===== config.mk =====
export PLATFORM = sky130hd
export DESIGN_NAME = rx_fsm_flat
export DESIGN_NICKNAME = d
export VERILOG_FILES = /design/src/rtl/rx_fsm_if.sv /design/src/rtl/rx_fsm.sv /design/src/flat_wrapper.sv
export SDC_FILE = /design/constraint.sdc
export NUM_CORES = 1
export LEC_CHECK = 0
export CAP_MARGIN = 5
export CORE_ASPECT_RATIO = 1.2
export CORE_UTILIZATION = 35
export DETAILED_ROUTE_END_ITERATION = 7
export GPL_TIMING_DRIVEN = 0
export SYNTH_ARGS = -nofsm -noshare
export SYNTH_HDL_FRONTEND = slang
export SYNTH_SLANG_ARGS = --single-unit

===== constraint.sdc =====
create_clock -name PCLK -period 2.64 [get_ports PCLK]
set_input_delay 0.264 -clock PCLK [delete_from_list [all_inputs] [get_ports PCLK]]
set_output_delay 0.264 -clock PCLK [all_outputs]
set_load 0.005 [all_outputs]

===== src/rtl/rx_fsm_if.sv =====
// RX engine to RX buffer / register block bundle.
// Write strobe, received data and one-cycle status pulses.
interface rx_fsm_if;
  logic [7:0] rx_data;
  logic       ctrl_rx_buffer;
  logic       rx_buffer_full;
  logic       done_rx;
  logic       parity_error;
  logic       framing_error;
  logic       overrun_error;
  logic       break_detect;

  modport master (
    output rx_data,
    output ctrl_rx_buffer,
    output done_rx,
    output parity_error,
    output framing_error,
    output overrun_error,
    output break_detect,
    input  rx_buffer_full
  );

  modport slave (
    input  rx_data,
    input  ctrl_rx_buffer,
    input  done_rx,
    input  parity_error,
    input  framing_error,
    input  overrun_error,
    input  break_detect,
    output rx_buffer_full
  );
endinterface


===== src/rtl/rx_fsm.sv =====
// UART receive FSM: oversampled start/data/parity/stop recovery.
// Optional break detection enabled by defining RX_BREAK_DETECT_EN.
module rx_fsm #(
  parameter int OVERSAMPLE  = 16,
  parameter int SYNC_STAGES = 2
) (
  input  logic       PCLK,
  input  logic       PRESETn,
  input  logic       sample_tick,
  input  logic       rx_in,
  input  logic       RXen,
  input  logic [3:0] number_data_trans,
  input  logic       parity_bit_mode,
  input  logic       parity_odd,
  input  logic       stop_bit_twice,
  output logic [3:0] bit_index,
  output logic       busy,
  rx_fsm_if.master   rxb
);

  localparam int TW = $clog2(OVERSAMPLE);
  localparam logic [TW-1:0] T_MID = TW'(OVERSAMPLE / 2 - 1);
  localparam logic [TW-1:0] T_END = TW'(OVERSAMPLE - 1);

  localparam logic [2:0] S_IDLE   = 3'd0;
  localparam logic [2:0] S_START  = 3'd1;
  localparam logic [2:0] S_DATA   = 3'd2;
  localparam logic [2:0] S_PARITY = 3'd3;
  localparam logic [2:0] S_STOP0  = 3'd4;
  localparam logic [2:0] S_STOP1  = 3'd5;
  localparam logic [2:0] S_COMMIT = 3'd6;
  localparam logic [2:0] S_ERROR  = 3'd7;

  logic [SYNC_STAGES-1:0] sync;
  logic                   rx_s;
  logic [2:0]             state;
  logic [TW-1:0]          tick_cnt;
  logic [3:0]             bit_cnt;
  logic [2:0]             n_last;
  logic [2:0]             nb_last;
  logic                   c_par;
  logic                   c_odd;
  logic                   c_two;
  logic                   par_acc;
  logic                   par_err;
  logic [7:0]             data_sh;
  logic                   tick_hit;
  logic                   counting;
  logic                   brk_hit;

  always_ff @(posedge PCLK or negedge PRESETn) begin
    if (!PRESETn) sync <= '1;
    else          sync <= {sync[SYNC_STAGES-2:0], rx_in};
  end

  assign rx_s = sync[SYNC_STAGES-1];

  always_comb begin
    nb_last = 3'(number_data_trans - 4'd1);
    unique case (1'b1)
      (number_data_trans < 4'd5): nb_last = 3'd4;
      (number_data_trans > 4'd8): nb_last = 3'd7;
      default: ;
    endcase
  end

  assign tick_hit = sample_tick &&
    ((state == S_START) ? (tick_cnt == T_MID)
                        : (tick_cnt == T_END));
  assign counting = (state != S_IDLE) && (state != S_COMMIT);
  assign busy      = (state != S_IDLE);
  assign bit_index = (state == S_DATA) ? bit_cnt : 4'd0;

`ifdef RX_BREAK_DETECT_EN
  logic zero_f;

  // Cleared by any 1 seen in data or parity samples.
  always_ff @(posedge PCLK or negedge PRESETn) begin
    if (!PRESETn)
      zero_f <= 1'b0;
    else if (state == S_IDLE)
      zero_f <= 1'b1;
    else if (tick_hit && rx_s &&
             (state == S_DATA || state == S_PARITY))
      zero_f <= 1'b0;
  end

  assign brk_hit = zero_f && (state == S_STOP0);

  always_ff @(posedge PCLK or negedge PRESETn) begin
    if (!PRESETn) rxb.break_detect <= 1'b0;
    else rxb.break_detect <= RXen && tick_hit && !rx_s && brk_hit;
  end
`else
  assign brk_hit          = 1'b0;
  assign rxb.break_detect = 1'b0;
`endif

  always_ff @(posedge PCLK or negedge PRESETn) begin
    if (!PRESETn) begin
      state              <= S_IDLE;
      tick_cnt           <= '0;
      bit_cnt            <= '0;
      n_last             <= '0;
      c_par              <= 1'b0;
      c_odd              <= 1'b0;
      c_two              <= 1'b0;
      par_acc            <= 1'b0;
      par_err            <= 1'b0;
      data_sh            <= '0;
      rxb.rx_data        <= '0;
      rxb.ctrl_rx_buffer <= 1'b0;
      rxb.done_rx        <= 1'b0;
      rxb.parity_error   <= 1'b0;
      rxb.framing_error  <= 1'b0;
      rxb.overrun_error  <= 1'b0;
    end else begin
      rxb.ctrl_rx_buffer <= 1'b0;
      rxb.done_rx        <= 1'b0;
      rxb.parity_error   <= 1'b0;
      rxb.framing_error  <= 1'b0;
      rxb.overrun_error  <= 1'b0;
      if (!RXen) begin
        state    <= S_IDLE;
        tick_cnt <= '0;
        bit_cnt  <= '0;
        par_acc  <= 1'b0;
        par_err  <= 1'b0;
      end else begin
        // ERROR restarts its idle-line count on any low sample.
        if (sample_tick && counting)
          tick_cnt <= (tick_hit || (state == S_ERROR && !rx_s))
                      ? '0 : tick_cnt + 1'b1;
        case (state)
          S_IDLE: begin
            tick_cnt <= '0;
            bit_cnt  <= '0;
            if (!rx_s) begin
              state  <= S_START;
              n_last <= nb_last;
              c_par  <= parity_bit_mode;
              c_odd  <= parity_odd;
              c_two  <= stop_bit_twice;
            end
          end
          S_START: if (tick_hit) begin
            if (rx_s) state <= S_IDLE;
            else begin
              state   <= S_DATA;
              bit_cnt <= '0;
              par_acc <= 1'b0;
              par_err <= 1'b0;
              data_sh <= '0;
            end
          end
          S_DATA: if (tick_hit) begin
            data_sh[bit_cnt[2:0]] <= rx_s;
            par_acc <= par_acc ^ rx_s;
            if (bit_cnt == {1'b0, n_last}) begin
              bit_cnt <= '0;
              state   <= c_par ? S_PARITY : S_STOP0;
            end else begin
              bit_cnt <= bit_cnt + 1'b1;
            end
          end
          S_PARITY: if (tick_hit) begin
            par_err <= ((par_acc ^ rx_s) != c_odd);
            state   <= S_STOP0;
          end
          S_STOP0, S_STOP1: if (tick_hit) begin
            if (!rx_s) begin
              state             <= S_ERROR;
              rxb.done_rx       <= 1'b1;
              rxb.framing_error <= !brk_hit;
              rxb.parity_error  <= par_err;
            end else if (state == S_STOP0 && c_two) begin
              state <= S_STOP1;
            end else begin
              state       <= S_COMMIT;
              rxb.done_rx <= 1'b1;
              if (par_err)
                rxb.parity_error <= 1'b1;
              else if (rxb.rx_buffer_full)
                rxb.overrun_error <= 1'b1;
              else begin
                rxb.ctrl_rx_buffer <= 1'b1;
                rxb.rx_data        <= data_sh;
              end
            end
          end
          S_COMMIT: state <= S_IDLE;
          S_ERROR: if (tick_hit && rx_s) state <= S_IDLE;
          default: state <= S_IDLE;
        endcase
      end
    end
  end

endmodule


===== src/flat_wrapper.sv =====
// flat-port wrapper written by rule: the top's interface ports become plain ports
module rx_fsm_flat 
#(
  parameter int OVERSAMPLE  = 16,
  parameter int SYNC_STAGES = 2
)
  (PCLK, PRESETn, sample_tick, rx_in, RXen, number_data_trans, parity_bit_mode, parity_odd, stop_bit_twice, bit_index, busy, rxb_rx_data, rxb_ctrl_rx_buffer, rxb_done_rx, rxb_parity_error, rxb_framing_error, rxb_overrun_error, rxb_break_detect, rxb_rx_buffer_full);
  rx_fsm_if rxb_i ();
  input  logic PCLK;
  input  logic PRESETn;
  input  logic sample_tick;
  input  logic rx_in;
  input  logic RXen;
  input  logic [3:0] number_data_trans;
  input  logic parity_bit_mode;
  input  logic parity_odd;
  input  logic stop_bit_twice;
  output logic [3:0] bit_index;
  output logic busy;
  output wire logic [$bits(rxb_i.rx_data)-1:0] rxb_rx_data;
  output wire logic [$bits(rxb_i.ctrl_rx_buffer)-1:0] rxb_ctrl_rx_buffer;
  output wire logic [$bits(rxb_i.done_rx)-1:0] rxb_done_rx;
  output wire logic [$bits(rxb_i.parity_error)-1:0] rxb_parity_error;
  output wire logic [$bits(rxb_i.framing_error)-1:0] rxb_framing_error;
  output wire logic [$bits(rxb_i.overrun_error)-1:0] rxb_overrun_error;
  output wire logic [$bits(rxb_i.break_detect)-1:0] rxb_break_detect;
  input wire logic [$bits(rxb_i.rx_buffer_full)-1:0] rxb_rx_buffer_full;
  assign rxb_rx_data = rxb_i.rx_data;
  assign rxb_ctrl_rx_buffer = rxb_i.ctrl_rx_buffer;
  assign rxb_done_rx = rxb_i.done_rx;
  assign rxb_parity_error = rxb_i.parity_error;
  assign rxb_framing_error = rxb_i.framing_error;
  assign rxb_overrun_error = rxb_i.overrun_error;
  assign rxb_break_detect = rxb_i.break_detect;
  assign rxb_i.rx_buffer_full = rxb_rx_buffer_full;
  rx_fsm #(.OVERSAMPLE(OVERSAMPLE), .SYNC_STAGES(SYNC_STAGES)) u_core (.PCLK(PCLK), .PRESETn(PRESETn), .sample_tick(sample_tick), .rx_in(rx_in), .RXen(RXen), .number_data_trans(number_data_trans), .parity_bit_mode(parity_bit_mode), .parity_odd(parity_odd), .stop_bit_twice(stop_bit_twice), .bit_index(bit_index), .busy(busy), .rxb(rxb_i));
endmodule

==> qor.txt, run 1 <==
Global-route wire length before repair: 8.53 mm
Top cells by area, synth: dfrtp_1 (44%), mux2_1 (5.4%), o21ai_1 (2.6%)
Initial antenna violation count: 0
WP buf/inv: 2
Syn nets: 251
CTS tree: yes
Final #Nets: 287
N_diodes: 0
FMAX: 414 MHz
Overflow after GRT: 0
Vias: 1,880
DR vias/cell: 5.33
Non-filler cells, final: 353
CP max stage delay: 0.61 ns
Synth unique cells: 58
Worst-path cell chain: clkbuf_1, or3b_1, nor2_1, clkdlybuf4s50_1
FP Rows: 31
Slew HR: 54.4%
Setup Skew: 0.00504 ns
WL final: 4.90 mm
Worst Max-Slew Pin Slew: 0.676 ns
EDFF count, synth: 0
Avg Cell Area, Syn: 9.74 µm²
Die W: 75.8 µm
Yosys reg bits: 42
Power Total: 1370 µW
Hold crit path type: in2reg
Final Hold Violating Endpoints: 0
Setup repair after global routing missed its margin: no
Power per cell area: 489 mW/mm²
Worst Setup End Kind: output port
Worst setup SP type: flop
Cts bufs inserted: 5
Final RePlAce weighted congestion: 0.831
Setup CP Type: reg2out
Starting DRT DRC Count: 101
Placed insts: 347
Root cell of the clock tree: clkbuf_8
Top cell family by delay on the critical path: simple AND/OR/NAND/NOR gates
Top_reg_cell synth: dfrtp_1
Multi-input gate area: 0.00109 mm²
Max-cap violations: 0
Maximum clock insertion buffer count: 2
Reg clk slew, reported paths: 0.07 ns
Clock sinks: 42
LEAKAGE: 0.00117 µW
Slew Viols, Final: 0
Pre-Repair DR Iteration Count: 4
Post-Synthesis Cells: 235
WL per Instance: 13.9 µm
FF+latch area: 0.00105 mm²
Crit path time final: 2.42 ns
Synth async-reset ratio: 100%
Die ar.: 0.00687 mm²
Port Buffers: 29
Syn. warnings: 0
DIE HEIGHT: 90.6 µm
H-tree depth: 2
Cell taking the most area after synthesis: dfrtp_1
Final WS setup: 0.222 ns
Top cells by count, synth: dfrtp_1 (40), inv_1 (15), clkbuf_1 (12), o21ai_1 (12)
HPWL after detailed placement: 3.60 mm
Worst endpoint required time: 2.38 ns
Most common cell in the synthesized netlist: dfrtp_1
Vias in the first global route: 1,760
Setup TNS: 0 ns
Clock Latency Late Sink: 0.29 ns
Cts repair resizes: 0
Status: completed
Core area: 0.00617 mm²
Max VDD drop: 0.333 mV
Setup Slack @ Placement: 0.197 ns
Slowest-stage cell, CP: or3b_1
Final hold slack: 0.337 ns
Fillers: 589
Final setup viols: 0
Final ANT Viol Nets: 0
Synth-to-Final Area Change: 22.9%
IO Count: 32
DRC Markers: 0
Mapped Area: 0.00229 mm²
Crit path max fanout: 16
Post-CTS Setup Bufs: 0
Largest net degree at the start of global routing: 30
Overall Global Routing Usage: 16.1%
Starting Density: 37.1%
Sequential-to-total area share from yosys stat: 46.0%
Critical Path AT: 2.15 ns
Synth top area share: 43.7%
Final period util: 91.6%
Share of post-route cells with drive strength above 1: 8.49%
-- area by class of cell --
| class | count | share of cell area [%] |
|---|---|---|
| inverters | 18 | 2.40 |
| clock buffers | 6 | 2.94 |
| well taps | 82 | 3.65 |
| repair buffers | 31 | 11.2 |
| clock inverters | 1 | 1.07 |
| flip-flops and latches | 42 | 37.5 |
| plain buffers | 16 | 2.49 |
| multi-input cells | 157 | 38.8 |
-- metrics by stage --
step	utilization (%)	instance area [µm²]
final	45.6	2810
after global routing	45.6	2810
after CTS	45.7	2820
after detailed placement	43.7	2700
after global placement	43.5	2680
after floorplan	-	2290
-- placed cells by master (no fill, tap or decap), types with 4 or more instances in the layout --
cell type and count:
o21ai_1 12, buf_2 6, o211ai_1 4, nand2b_1 5, or3_1 8, nand2_1 11, nor2_1 10, o31ai_1 5
inv_1 15, nor2b_1 4, a31oi_1 7, a21oi_1 10, nand3_1 7, mux2_1 11, o21ai_0 5, clkdlybuf4s50_1 28
clkbuf_8 6, dfrtp_1 40, clkbuf_1 10
-- layer usage --
metal / GRT usage, % / part of all wire [%]
met5: 0 / 0
met4: 5.40 / 1.0
met3: 3.35 / 3.9
met2: 24.6 / 48
met1: 22.1 / 47
-- registers in the layout (all words and copies together), names as in the netlist --
name                       flops
u_core.n_last                  3
u_core.tick_cnt                4
u_core.rxb.rx_data             8
u_core.rxb.done_rx             1
u_core.rxb.ctrl_rx_buffer      1
u_core.rxb.framing_error       1
u_core.rxb.parity_error        1
u_core.par_err                 1
u_core.c_two                   1
u_core.c_odd                   1
u_core.data_sh                 8
u_core.bit_cnt                 4
u_core.state                   3
u_core.c_par                   1
u_core.par_acc                 1
u_core.sync                    2
u_core.rxb.overrun_error       1
-- final timing paths --
path / cells past startpoint / start / slack [ns] / endpoint
setup reg to reg: 6 / u_core.tick_cnt[0]$_DFFE_PN0P_ / 0.40 / u_core.rxb.rx_data[2]$_DFFE_PN0P_
max in group asynchronous: 3 / PRESETn / 1.68 / u_core.sync[1]$_DFF_PN1_
setup / recovery: 4 / u_core.state[2]$_DFFE_PN0P_ / 0.22 / bit_index[1]
hold / removal: 3 / RXen / 0.34 / u_core.state[2]$_DFFE_PN0P_
hold reg to reg: 0 / u_core.sync[0]$_DFF_PN1_ / 0.36 / u_core.sync[1]$_DFF_PN1_
min in group asynchronous: 2 / PRESETn / 0.43 / u_core.tick_cnt[1]$_DFFE_PN0P_
-- repair_timing --
action,4_1_cts,5_1_grt
hold buffers,1,0
endpoints found under the hold margin,13,0
endpoints found under the setup margin,0,4
-- report_power, final --
group          leakage, µW  internal, µW  switching [µW]
sequential        0.000563           669            21.3
clock            0.0000573           303             209
combinational     0.000553          77.1            95.0
-- worst register-to-register path: cells and delay by family (launching register included) --
kind | cells | cell delay, ns
and+or+nand+nor | 3 | 0.96
DFF | 1 | 0.39
muxes | 1 | 0.34
adders and majority gates | 1 | 0.23
buffers and inverters | 1 | 0.20
-- logic make-up (layout without fill, tap and decap cells) --
group                    Yosys count  in the layout  synth area share (%)
AND/OR/NAND/NOR                   67             67                  16.8
AO/OA/AOI/OAI                     68             68                  20.9
multiplexers                      12             12                  5.85
other                              1              1                 0.164
flip-flops                        42             42                  46.0
XOR/XNOR                           6              6                  2.30
adder cells (fa/ha/maj)            3              3                  1.64
buffers and inverters             36             72                  6.34
(Power assumes the default switching activity.)
==> inputs of run 2 (changes only) <==
--- a/config.mk
+++ b/config.mk
@@ -5,6 +5,7 @@
 export SDC_FILE = /design/constraint.sdc
 export NUM_CORES = 1
 export LEC_CHECK = 0
+export ABC_AREA = 1
 export CAP_MARGIN = 5
 export CORE_ASPECT_RATIO = 1.2
 export CORE_UTILIZATION = 35
==> qor.txt, run 2 <==
Synth unique cells: 39 (-33%)
Share of post-route cells with drive strength above 1: 14.7% (+6.3 points)
DRC Markers: 0 (unchanged)
Final setup viols: 0 (unchanged)
Placed insts: 422 (+22%)
Vias in the first global route: 1,926 (+9.4%)
Post-route cell area: 0.00292 mm² (+3.7%)
Hold crit path type: in2reg
Clock Latency Late Sink: 0.30 ns (about the same)
Top cells by area, synth: dfrtp_1 (42%), nand2_1 (14%), nor2_1 (4.5%)
Initial antenna violation count: 0 (unchanged)
Worst Setup SP: u_core.state[2]$_DFFE_PN0P_
FP Rows: 32 (+3.2%)
Synth top area share: 41.7% (-2.1 points)
Overflow after GRT: 0 (unchanged)
Cts repair resizes: 0 (unchanged)
LEAKAGE: 0.00148 µW (+26%)
Status: completed
CP max stage delay: 0.51 ns (-0.10 ns)
Final Hold Violating Endpoints: 0 (unchanged)
WL per Instance: 10.7 µm (-23%)
Biggest regs: u_core.data_sh (8), u_core.rxb.rx_data (8)
Top_reg_cell synth: dfrtp_1
FMAX: 456 MHz (+10%)
Critical Path AT: 1.93 ns (-0.22 ns)
Mapped Area: 0.00240 mm² (+5.0%)
Yosys reg bits: 42 (unchanged)
Overall Global Routing Usage: 14.5% (-1.5 points)
Power per cell area: 583 mW/mm² (+19%)
Final #Nets: 361 (+26%)
Syn nets: 323 (+29%)
Fin util: 44.7% (-0.90 points)
Setup TNS: 0 ns (unchanged)
Pre-Repair DR Iteration Count: 4 (unchanged)
Worst-path cell chain: inv_2, buf_6, nand3_4, clkbuf_1, nor2_1, clkdlybuf4s50_1
Syn. warnings: 0 (unchanged)
Starting Density: 36.8% (-0.30 points)
WL final: 4.59 mm (-6.4%)
Top cells by count, synth: nand2_1 (89), dfrtp_1 (40), nor2_1 (29)
HPWL after detailed placement: 3.49 mm (-3.2%)
Synth-to-Final Area Change: 21.4%
Final period util: 83.1% (-8.5 points)
Setup CP Type: reg2out
Final ANT Viol Nets: 0 (unchanged)
Die W: 77.6 µm (+2.4%)
Slowest-stage cell, CP: clkdlybuf4s50_1
DIE HEIGHT: 92.8 µm (+2.4%)
Final RePlAce weighted congestion: 0.819 (-1.4%)
Simple-gate portion of the synthesized area: 33.3% (+17 points)
Power Total: 1700 µW (+24%)
Synth Area in Compound Gates: 8.85% (-12 points)
H-tree depth: 2 (unchanged)
Most common library cell in the layout ignoring fill and taps: nand2_1
Avg Cell Area, Syn: 7.83 µm² (-20%)
Worst setup SP type: flop
Mux share of post-synthesis cell area: 0.469% (-5.4 points)
Max VDD drop: 0.189 mV (-43%)
Crit path time final: 2.19 ns (-0.225 ns)
Non-filler cells, final: 431 (+22%)
R2R Path Start: u_core.sync[1]$_DFF_PN1_
Commonest cells after routing, fill and taps aside: nand2_1 (89), dfrtp_1 (40), nor2_1 (29), clkdlybuf4s50_1 (28), inv_1 (27)
Root cell of the clock tree: clkbuf_8
Die ar.: 0.00720 mm² (+4.9%)
IO Count: 32 (unchanged)
Crit path max fanout: 10 (-6)
DR vias/cell: 4.61 (-13%)
N_diodes: 0 (unchanged)
CTS Hold Buffers Added: 1 (unchanged)
CTS tree: yes
Largest net degree at the start of global routing: 31 (+3.3%)
Most common cell in the synthesized netlist: nand2_1
Vias: 1,988 (+5.7%)
Core area: 0.00653 mm² (+5.8%)
Worst Setup End Kind: output port
Cts bufs inserted: 5 (unchanged)
Synth async-reset ratio: 100% (unchanged)
Slew Viols, Final: 0 (unchanged)
Adder-Cell Fraction of Synth Area: 1.56% (-0.078 points)
Hold Crit Start: RXen
Global-route wire length before repair: 8.40 mm (-1.5%)
Setup Skew: 0.00526 ns (+0.000226 ns)
Clock sinks: 42 (unchanged)
Area after DPL: 0.00281 mm² (+4.4%)
Fillers: 646 (+9.7%)
Cell taking the most area after synthesis: dfrtp_1
Starting DRT DRC Count: 83 (-18%)
Setup repair after global routing missed its margin: no
Worst endpoint required time: 2.38 ns (about the same)
Main combinational cell family by area after synthesis: simple AND/OR/NAND/NOR gates
Max-cap violations: 0 (unchanged)
Post-CTS Setup Bufs: 0 (unchanged)
XOR/XNOR share of the synthesized area: 2.19% (-0.11 points)
Post-Synthesis Cells: 307 (+31%)
Reg clk slew, reported paths: 0.08 ns (about the same)
Port Buffers: 29 (unchanged)
Maximum clock insertion buffer count: 2 (unchanged)
Sequential-to-total area share from yosys stat: 43.9% (-2.2 points)
EDFF count, synth: 0 (unchanged)
==> run 2: layout make-up <==
type / instances / area [µm²] / area share (%)
multi-input combinational: 219 / 1120 / 38.4
sequential: 42 / 1050 / 36.1
clock buffer: 5 / 68.8 / 2.36
tap: 85 / 106 / 3.65
clock inverter: 3 / 23.8 / 0.815
inverter: 35 / 141 / 4.85
buffer: 11 / 88.8 / 3.05
timing repair buffer: 31 / 315 / 10.8
==> run 2: per-stage QoR <==
step / setup slack [ns] / hold slack (ns)
after global placement: 0.193 / 0.346
after CTS: 0.421 / 0.313
after global routing: 0.300 / 0.323
final: 0.446 / 0.321
after detailed placement: 0.761 / 0.185
after floorplan: 1.17 / -0.0316
==> run 2: kinds of logic after synthesis <==
family          count (synthesis)
simple gates                  170
buf+inv                        46
flops                          42
compound gates                 38
xor+xnor                        6
fa+ha+maj                       3
other cells                     1
mux                             1
==> run 2: worst paths after layout <==
path / cells past startpoint / slack [ns] / end
max reg2reg: 8 / 0.98 / u_core.state[1]$_DFFE_PN0P_
min reg2reg: 0 / 0.36 / u_core.sync[1]$_DFF_PN1_
max: 6 / 0.45 / bit_index[0]
max in group asynchronous: 3 / 1.80 / u_core.rxb.rx_data[3]$_DFFE_PN0P_
min: 3 / 0.32 / u_core.rxb.framing_error$_DFF_PN0_
min in group asynchronous: 2 / 0.39 / u_core.bit_cnt[0]$_DFFE_PN0P_
==> run 2: worst max-delay path: cells and delay by family (launching register included) <==
kind                   cells  cell delay [ns]
DFF                        1             0.41
buffers and inverters      4             0.97
and+or+nand+nor            2             0.26
==> run 2: report_power, final <==
part | leakage (µW) | internal [µW] | switching (µW)
combinational | 0.000875 | 203 | 341
clock | 0.0000408 | 189 | 237
sequential | 0.000561 | 700 | 29.7
==> run 2: routing by layer <==
| metal | GRT usage, % | routed length [µm] |
|---|---|---|
| met5 | 0 | 0 |
| met4 | 5.50 | 49 |
| met3 | 2.86 | 152 |
| met2 | 25.1 | 2210 |
| met1 | 17.8 | 2170 |
